<file path="src/rtl/mlp_pkg.sv">
`default_nettype none
// ============================================================================
// Module      : mlp_pkg
// Description : Shared types and helpers for the MLP layer output path.
//               - state_t : collector FSM states (COLLECT / STREAM / DRAIN)
//               - QW      : quantized PE output width for the default N = 16
//               - rescale : zero-extend a quantized value, then left shift it
// Revision    : 1.0 - initial release
// ============================================================================
package mlp_pkg;

    // Default PE datapath width and the matching quantized width.
    localparam int PE_N  = 16;
    localparam int QW    = PE_N / 2;

    // Widest datapath rescale() supports. Callers widen their operand to this
    // width and cast the result back down to their own N.
    localparam int MAX_W = 64;

    typedef enum logic [1:0] {
        COLLECT = 2'd0,
        STREAM  = 2'd1,
        DRAIN   = 2'd2
    } state_t;

    // The caller zero-extends q before the call. Bits shifted above the
    // caller's N are dropped when the caller casts the result to N bits.
    function automatic logic [MAX_W-1:0] rescale(
        input logic [MAX_W-1:0] q,
        input int unsigned      shift
    );
        return q << shift;
    endfunction

endpackage
`default_nettype wire

</file>
<file path="src/rtl/pe_capture_bank.sv">
`default_nettype none
// ============================================================================
// Module      : pe_capture_bank
// Description : One N/2-bit capture register and one mask bit per PE.
//               A slot loads once, when its PE reports done while capture is
//               enabled. It then holds its value until the bank is re-armed.
// Ports       : clk, rst      - clock, synchronous active-high reset
//               pe_outp       - packed PE outputs, PE i at [i*(N/2) +: N/2]
//               pe_done       - per-PE done levels
//               capture_en    - capture allowed this cycle
//               arm_clear     - clear the whole mask (buffer contents kept)
//               rd_idx        - read port index
//               rd_data       - captured value of slot rd_idx
//               mask_full     - every slot has captured
// Revision    : 1.0 - initial release
// ============================================================================
module pe_capture_bank
    import mlp_pkg::*;
#(
    parameter int N   = 16,
    parameter int NPE = 4,
    parameter int IW  = $clog2(NPE)
) (
    input  logic                   clk,
    input  logic                   rst,
    input  logic [NPE*(N/2)-1:0]   pe_outp,
    input  logic [NPE-1:0]         pe_done,
    input  logic                   capture_en,
    input  logic                   arm_clear,
    input  logic [IW-1:0]          rd_idx,
    output logic [N/2-1:0]         rd_data,
    output logic                   mask_full
);

    localparam int c_QW = N / 2;

    logic [c_QW-1:0] w_slot [NPE];
    logic [NPE-1:0]  w_mask;

    for (genvar i = 0; i < NPE; i++) begin : g_slot
        logic [c_QW-1:0] r_q;
        logic            r_m;

        always_ff @(posedge clk) begin
            if (rst) begin
                r_q <= '0;
                r_m <= 1'b0;
            end else if (arm_clear) begin
                r_m <= 1'b0;
            end else if (capture_en && pe_done[i] && !r_m) begin
                r_q <= pe_outp[i*c_QW +: c_QW];
                r_m <= 1'b1;
            end
        end

        assign w_slot[i] = r_q;
        assign w_mask[i] = r_m;
    end

    assign rd_data   = w_slot[rd_idx];
    assign mask_full = &w_mask;

endmodule
`default_nettype wire

</file>
<file path="src/rtl/layer_output_collector.sv">
`default_nettype none
// ============================================================================
// Module      : layer_output_collector
// Description : Collects the quantized outputs of one row of PEs. Rescales
//               each value to an N-bit activation and streams the values in
//               PE-index order over valid/ready, REPEAT times. Pulses
//               layer_done after the final word, then waits for every PE to
//               drop done before it re-arms.
// Ports       : clk, rst      - clock, synchronous active-high reset
//               pe_outp       - packed PE outputs (NPE x N/2)
//               pe_done       - per-PE done levels
//               out_data      - activation word
//               out_valid     - out_data valid
//               out_ready     - downstream accepts this cycle
//               out_last      - final word of the final pass
//               layer_done    - one-cycle pulse after the final handshake
//               busy          - high while streaming or draining
// Revision    : 1.0 - initial release
// ============================================================================
module layer_output_collector
    import mlp_pkg::*;
#(
    parameter int N      = 16,
    parameter int NPE    = 4,
    parameter int QSHIFT = 4,
    parameter int REPEAT = 1
) (
    input  logic                   clk,
    input  logic                   rst,
    input  logic [NPE*(N/2)-1:0]   pe_outp,
    input  logic [NPE-1:0]         pe_done,
    output logic [N-1:0]           out_data,
    output logic                   out_valid,
    input  logic                   out_ready,
    output logic                   out_last,
    output logic                   layer_done,
    output logic                   busy
);

    localparam int c_QW = N / 2;
    localparam int c_IW = $clog2(NPE);
    localparam int c_PW = (REPEAT > 1) ? $clog2(REPEAT) : 1;

    localparam logic [c_IW-1:0] c_LAST_IDX  = c_IW'(NPE - 1);
    localparam logic [c_PW-1:0] c_LAST_PASS = c_PW'(REPEAT - 1);

    if (QSHIFT > N / 2) begin : g_bad_qshift
        $error("layer_output_collector: QSHIFT must be in 0..N/2");
    end
    if (NPE < 2) begin : g_bad_npe
        $error("layer_output_collector: NPE must be >= 2");
    end
    if (REPEAT < 1) begin : g_bad_repeat
        $error("layer_output_collector: REPEAT must be >= 1");
    end

    state_t          r_state;
    state_t          w_state_next;
    logic [c_IW-1:0] r_idx;
    logic [c_PW-1:0] r_pass;
    logic            r_layer_done;

    logic            w_capture_en;
    logic            w_arm_clear;
    logic            w_valid;
    logic            w_last;
    logic            w_fire;
    logic            w_mask_full;
    logic [c_QW-1:0] w_rd;

    pe_capture_bank #(
        .N   (N),
        .NPE (NPE),
        .IW  (c_IW)
    ) u_bank (
        .clk        (clk),
        .rst        (rst),
        .pe_outp    (pe_outp),
        .pe_done    (pe_done),
        .capture_en (w_capture_en),
        .arm_clear  (w_arm_clear),
        .rd_idx     (r_idx),
        .rd_data    (w_rd),
        .mask_full  (w_mask_full)
    );

    always_ff @(posedge clk) begin
        if (rst) begin
            r_state <= COLLECT;
        end else begin
            r_state <= w_state_next;
        end
    end

    always_comb begin
        w_state_next = r_state;
        w_capture_en = 1'b0;
        w_arm_clear  = 1'b0;
        w_valid      = 1'b0;
        case (r_state)
            COLLECT: begin
                w_capture_en = 1'b1;
                if (w_mask_full) begin
                    w_state_next = STREAM;
                end
            end
            STREAM: begin
                w_valid = 1'b1;
                if (out_ready && w_last) begin
                    w_state_next = DRAIN;
                end
            end
            DRAIN: begin
                // Leave only after every done level has dropped. Otherwise a
                // PE that still holds done from this layer would immediately
                // recapture stale data.
                if (pe_done == '0) begin
                    w_arm_clear  = 1'b1;
                    w_state_next = COLLECT;
                end
            end
            default: begin
                w_state_next = COLLECT;
            end
        endcase
    end

    assign w_last = (r_state == STREAM) && (r_idx == c_LAST_IDX) &&
                    (r_pass == c_LAST_PASS);
    assign w_fire = w_valid && out_ready;

    // Both counters return to zero after the final handshake. They are
    // therefore already at zero when the next COLLECT->STREAM transition
    // happens, and they never step past their limits.
    always_ff @(posedge clk) begin
        if (rst) begin
            r_idx        <= '0;
            r_pass       <= '0;
            r_layer_done <= 1'b0;
        end else begin
            r_layer_done <= w_fire && w_last;
            if (w_fire) begin
                if (r_idx == c_LAST_IDX) begin
                    r_idx <= '0;
                    if (r_pass == c_LAST_PASS) begin
                        r_pass <= '0;
                    end else begin
                        r_pass <= r_pass + 1'b1;
                    end
                end else begin
                    r_idx <= r_idx + 1'b1;
                end
            end
        end
    end

    assign out_valid  = w_valid;
    assign out_last   = w_last;
    assign out_data   = w_valid ? N'(rescale(MAX_W'(w_rd), 32'(QSHIFT))) : '0;
    assign layer_done = r_layer_done;
    assign busy       = (r_state != COLLECT);

endmodule
`default_nettype wire

</file>
<file path="config.mk">
export PLATFORM = sky130hd
export DESIGN_NAME = layer_output_collector
export DESIGN_NICKNAME = d
export VERILOG_FILES = /design/src/rtl/mlp_pkg.sv /design/src/rtl/pe_capture_bank.sv /design/src/rtl/layer_output_collector.sv
export SDC_FILE = /design/constraint.sdc
export NUM_CORES = 1
export LEC_CHECK = 0
export CAP_MARGIN = 5
export CORE_ASPECT_RATIO = 0.8
export CORE_MARGIN = 5
export CORE_UTILIZATION = 40
export CTS_CLUSTER_SIZE = 14
export DETAILED_ROUTE_END_ITERATION = 8
export PLACE_DENSITY = 0.69
export SYNTH_ARGS = -nofsm -noshare
export SYNTH_HDL_FRONTEND = slang
export SYNTH_SLANG_ARGS = --single-unit
</file>
<file path="constraint.sdc">
create_clock -name clk -period 2 [get_ports clk]
set_input_delay 0.5 -clock clk [delete_from_list [all_inputs] [get_ports clk]]
set_output_delay 0.5 -clock clk [all_outputs]
set_load 0.005 [all_outputs]
</file>
==> impl_metrics.ini, run 1 <==
[grt]
antenna_found_initial = 0
overflow = 0
grt_max_degree = 30
grt_pass1_vias = 1674
track_usage_pct = 14.51
grt_pass1_wl_mm = 8.211

[logic_synthesis]
syn_area_um2 = 2192
ys_ff_latch = 41
avgSynthCellArea_um2 = 9.743
ys_types = 27
syn-instance-count = 225
synth-seq-area-share_pct = 37.44
yosysWarnings = 0

[run_status]
outcome = finished, final reports clean

[routing]
routed-via-count = 1697
routedWlPerCell_um = 14.54
route.detailed.drc = 0
drtIter0Drc = 84
avgViaCountPerCell = 4.862
postRouteAntennaNets = 0
wirelength_mm = 5.074
first_pass_iters = 4

[sta]
fmax_ghz = 0.5185
skew_ps = 3.456
finalCritPeriodShare_pct = 96.43
finalSetupTns_ps = 0
hold_violations = 0
period_minus_slack_ps = 1929
slew_violations = 0
rsz0062_at_grt = no
setup_violations = 0

[cts]
clk_latency_ps = 280
cts_buffers = 5
clkSinkCount = 41
clkTransAtPathRegs_ps = 70
cts_buffer_depth = 2
cts-root-buf = clkbuf_8
cts_htree_levels = 2
tritoncts = done

[pwr]
power_frac_comb_pct = 16.7
clkPwrFrac_pct = 29.4
powerDensity_nw_per_um2 = 567.0
p_sw_w = 0.0003962
internal_power_w = 0.001266
switching_share_pct = 23.84
power.total_w = 0.001662
p_seq_share_pct = 53.9
p_leak_nw = 1.152
ir_worst_vdd_mv = 0.2394

[cells_and_area]
area_growth_pct = 33.73
antenna_cells = 0
fillers = 500
drive_above_1_share_pct = 17.25
postLayoutCellArea_um2 = 2932
final_nets = 325
finalCoreUtilization_pct = 54.54

[placement]
numPortBuffers = 50
routabilityCongestion = 0.8758
place_area_um2 = 2810
hpwl_mm = 3.828

[die]
coreArea_um2 = 5375
num_io_pins = 59
die_w_um = 92.77
dieHeight_um = 76.22
start_util_pct = 40.78
fp-row-count = 24
dieArea_um2 = 7070

[setup_path]
crit_path_end_kind = output port
critPathKind = reg -> out
timing.critical_path.from_type = register
path_max_fanout = 8
critPathRequiredTime_ps = 1500
ff2ff_path_depth = 6
critical_path_arrival_ps = 1430

[min_path]
whs_path_depth = 2
hp-class = reg -> reg

[job]
max-cap-violations = 0
-- sequential cells by signal (all words and copies together) (netlist names) --
name / flops
u_bank.g_slot.r_q: 32
u_bank.g_slot.r_m: 4
layer_done: 1
r_state: 2
r_idx: 2
-- cell usage in the layout (no fill, tap or decap), types with 2 or more instances in the layout --
cell / n
a221oi_1: 4
buf_4: 19
clkbuf_2: 7
clkbuf_8: 5
clkdlybuf4s50_1: 39
conb_1: 8
dfxtp_1: 39
dlygate4sd2_1: 2
inv_1: 4
mux2i_1: 47
mux2i_2: 2
nand2b_1: 66
nor2b_1: 2
nor3_1: 2
nor4b_2: 4
o22ai_1: 7
or3b_1: 5
-- layer usage --
metal	wire, um	up-vias	global-route usage (%)
li1	-	870	-
met1	2417	775	19.89
met2	2268	45	21.85
met3	318	7	3.949
met4	69	0	4.978
met5	0	-	0
-- what timing repair did --
item / in CTS / in global routing
pin swaps: 1 / 0
hold buffers: 0 / 0
setup buffers: 5 / 0
gates resized for setup: 20 / 18
setup endpoints to repair: 11 / 9
-- worst max-delay path, cell delays in order, from the launching register on --
cell and delay, ps:
dfxtp_1 320, or3b_4 450, o22ai_2 160, clkdlybuf4s15_1 220
-- per-stage QoR --
| stage | hold WS (ps) | worst slack [ps] | std cells |
|---|---|---|---|
| after detailed placement | 460.5 | -96.33 | 338 |
| after floorplan | 448.0 | 400.8 | 232 |
| after CTS | 474.9 | 5.169 | 349 |
| final | 473.1 | 71.49 | 349 |
| after global routing | 500.0 | 14.80 | 349 |
| after global placement | 457.7 | -29.19 | 338 |
-- final timing paths --
kind | startpoint | end | slack [ps]
worst max-delay path | r_idx[1] | out_data[10] | 70
worst max register to register | r_state[0] | u_bank.g_slot[2].r_q[4] | 480
worst min register to register | u_bank.g_slot[1].r_q[0] | u_bank.g_slot[1].r_q[0] | 470
worst min-delay path | u_bank.g_slot[1].r_q[0] | u_bank.g_slot[1].r_q[0] | 470
-- layout make-up --
class                   count  area, um^2  area share (%)
inverters                   4       15.01          0.5122
well taps                  65       81.33           2.774
multi-input cells         161        1281           43.70
repair buffers             72       654.4           22.32
flip-flops and latches     41       825.8           28.17
clock inverters             1       5.005          0.1707
clock buffers               5       68.82           2.347
-- cells by family (layout without fill, tap and decap cells) --
| family | count (synthesis) | after routing | share of synthesized area [%] |
|---|---|---|---|
| flops | 41 | 41 | 37.44 |
| simple gates | 88 | 88 | 26.48 |
| compound gates | 14 | 14 | 4.680 |
| other cells | 1 | 8 | 0.1711 |
| buf+inv | 30 | 82 | 7.762 |
| fa+ha+maj | 1 | 1 | 0.5707 |
| mux | 50 | 50 | 22.89 |
-- power by group through the flow --
stage	registers (W)	logic, W	clock network [W]
after floorplan	0.000904	0.000162	0
after global placement	0.000913	0.000274	0
after detailed placement	0.000913	0.000276	0
after CTS	0.000895	0.000280	0.000506
after global routing	0.000901	0.000302	0.000541
final	0.000896	0.000277	0.000489
-- Yosys cell counts --
library cell | number | area, um^2
and2b_1 | 1 | 7.510
o32ai_1 | 1 | 8.760
a221oi_1 | 4 | 35.03
buf_4 | 8 | 60.06
buf_8 | 1 | 15.01
nor2b_1 | 2 | 12.51
inv_1 | 4 | 15.01
nor4b_1 | 5 | 43.79
nand3_1 | 1 | 5.000
or2_2 | 1 | 6.260
buf_6 | 1 | 11.26
or3b_1 | 6 | 52.55
buf_2 | 7 | 35.03
nand2b_1 | 66 | 412.9
clkbuf_1 | 9 | 33.78
nand3b_1 | 1 | 7.510
and2_1 | 1 | 6.260
nor4_1 | 1 | 6.260
and3b_2 | 1 | 10.01
a41oi_1 | 1 | 8.760
conb_1 | 1 | 3.750
nor3_1 | 2 | 10.01
dfxtp_1 | 41 | 820.8
ha_1 | 1 | 12.51
o22ai_1 | 8 | 50.05
mux2_2 | 1 | 11.26
mux2i_1 | 49 | 490.5
No activity file was read; power rests on OpenSTA's default activity.
==> run 2, diff against run 1 <==
--- a/config.mk
+++ b/config.mk
@@ -5,6 +5,7 @@
 export SDC_FILE = /design/constraint.sdc
 export NUM_CORES = 1
 export LEC_CHECK = 0
+export ABC_CLOCK_PERIOD_IN_PS = 2000
 export CAP_MARGIN = 5
 export CORE_ASPECT_RATIO = 0.8
 export CORE_MARGIN = 5
==> results of run 2 <==
Same layout as run 1: the final DEF is identical, and so are final timing and power.
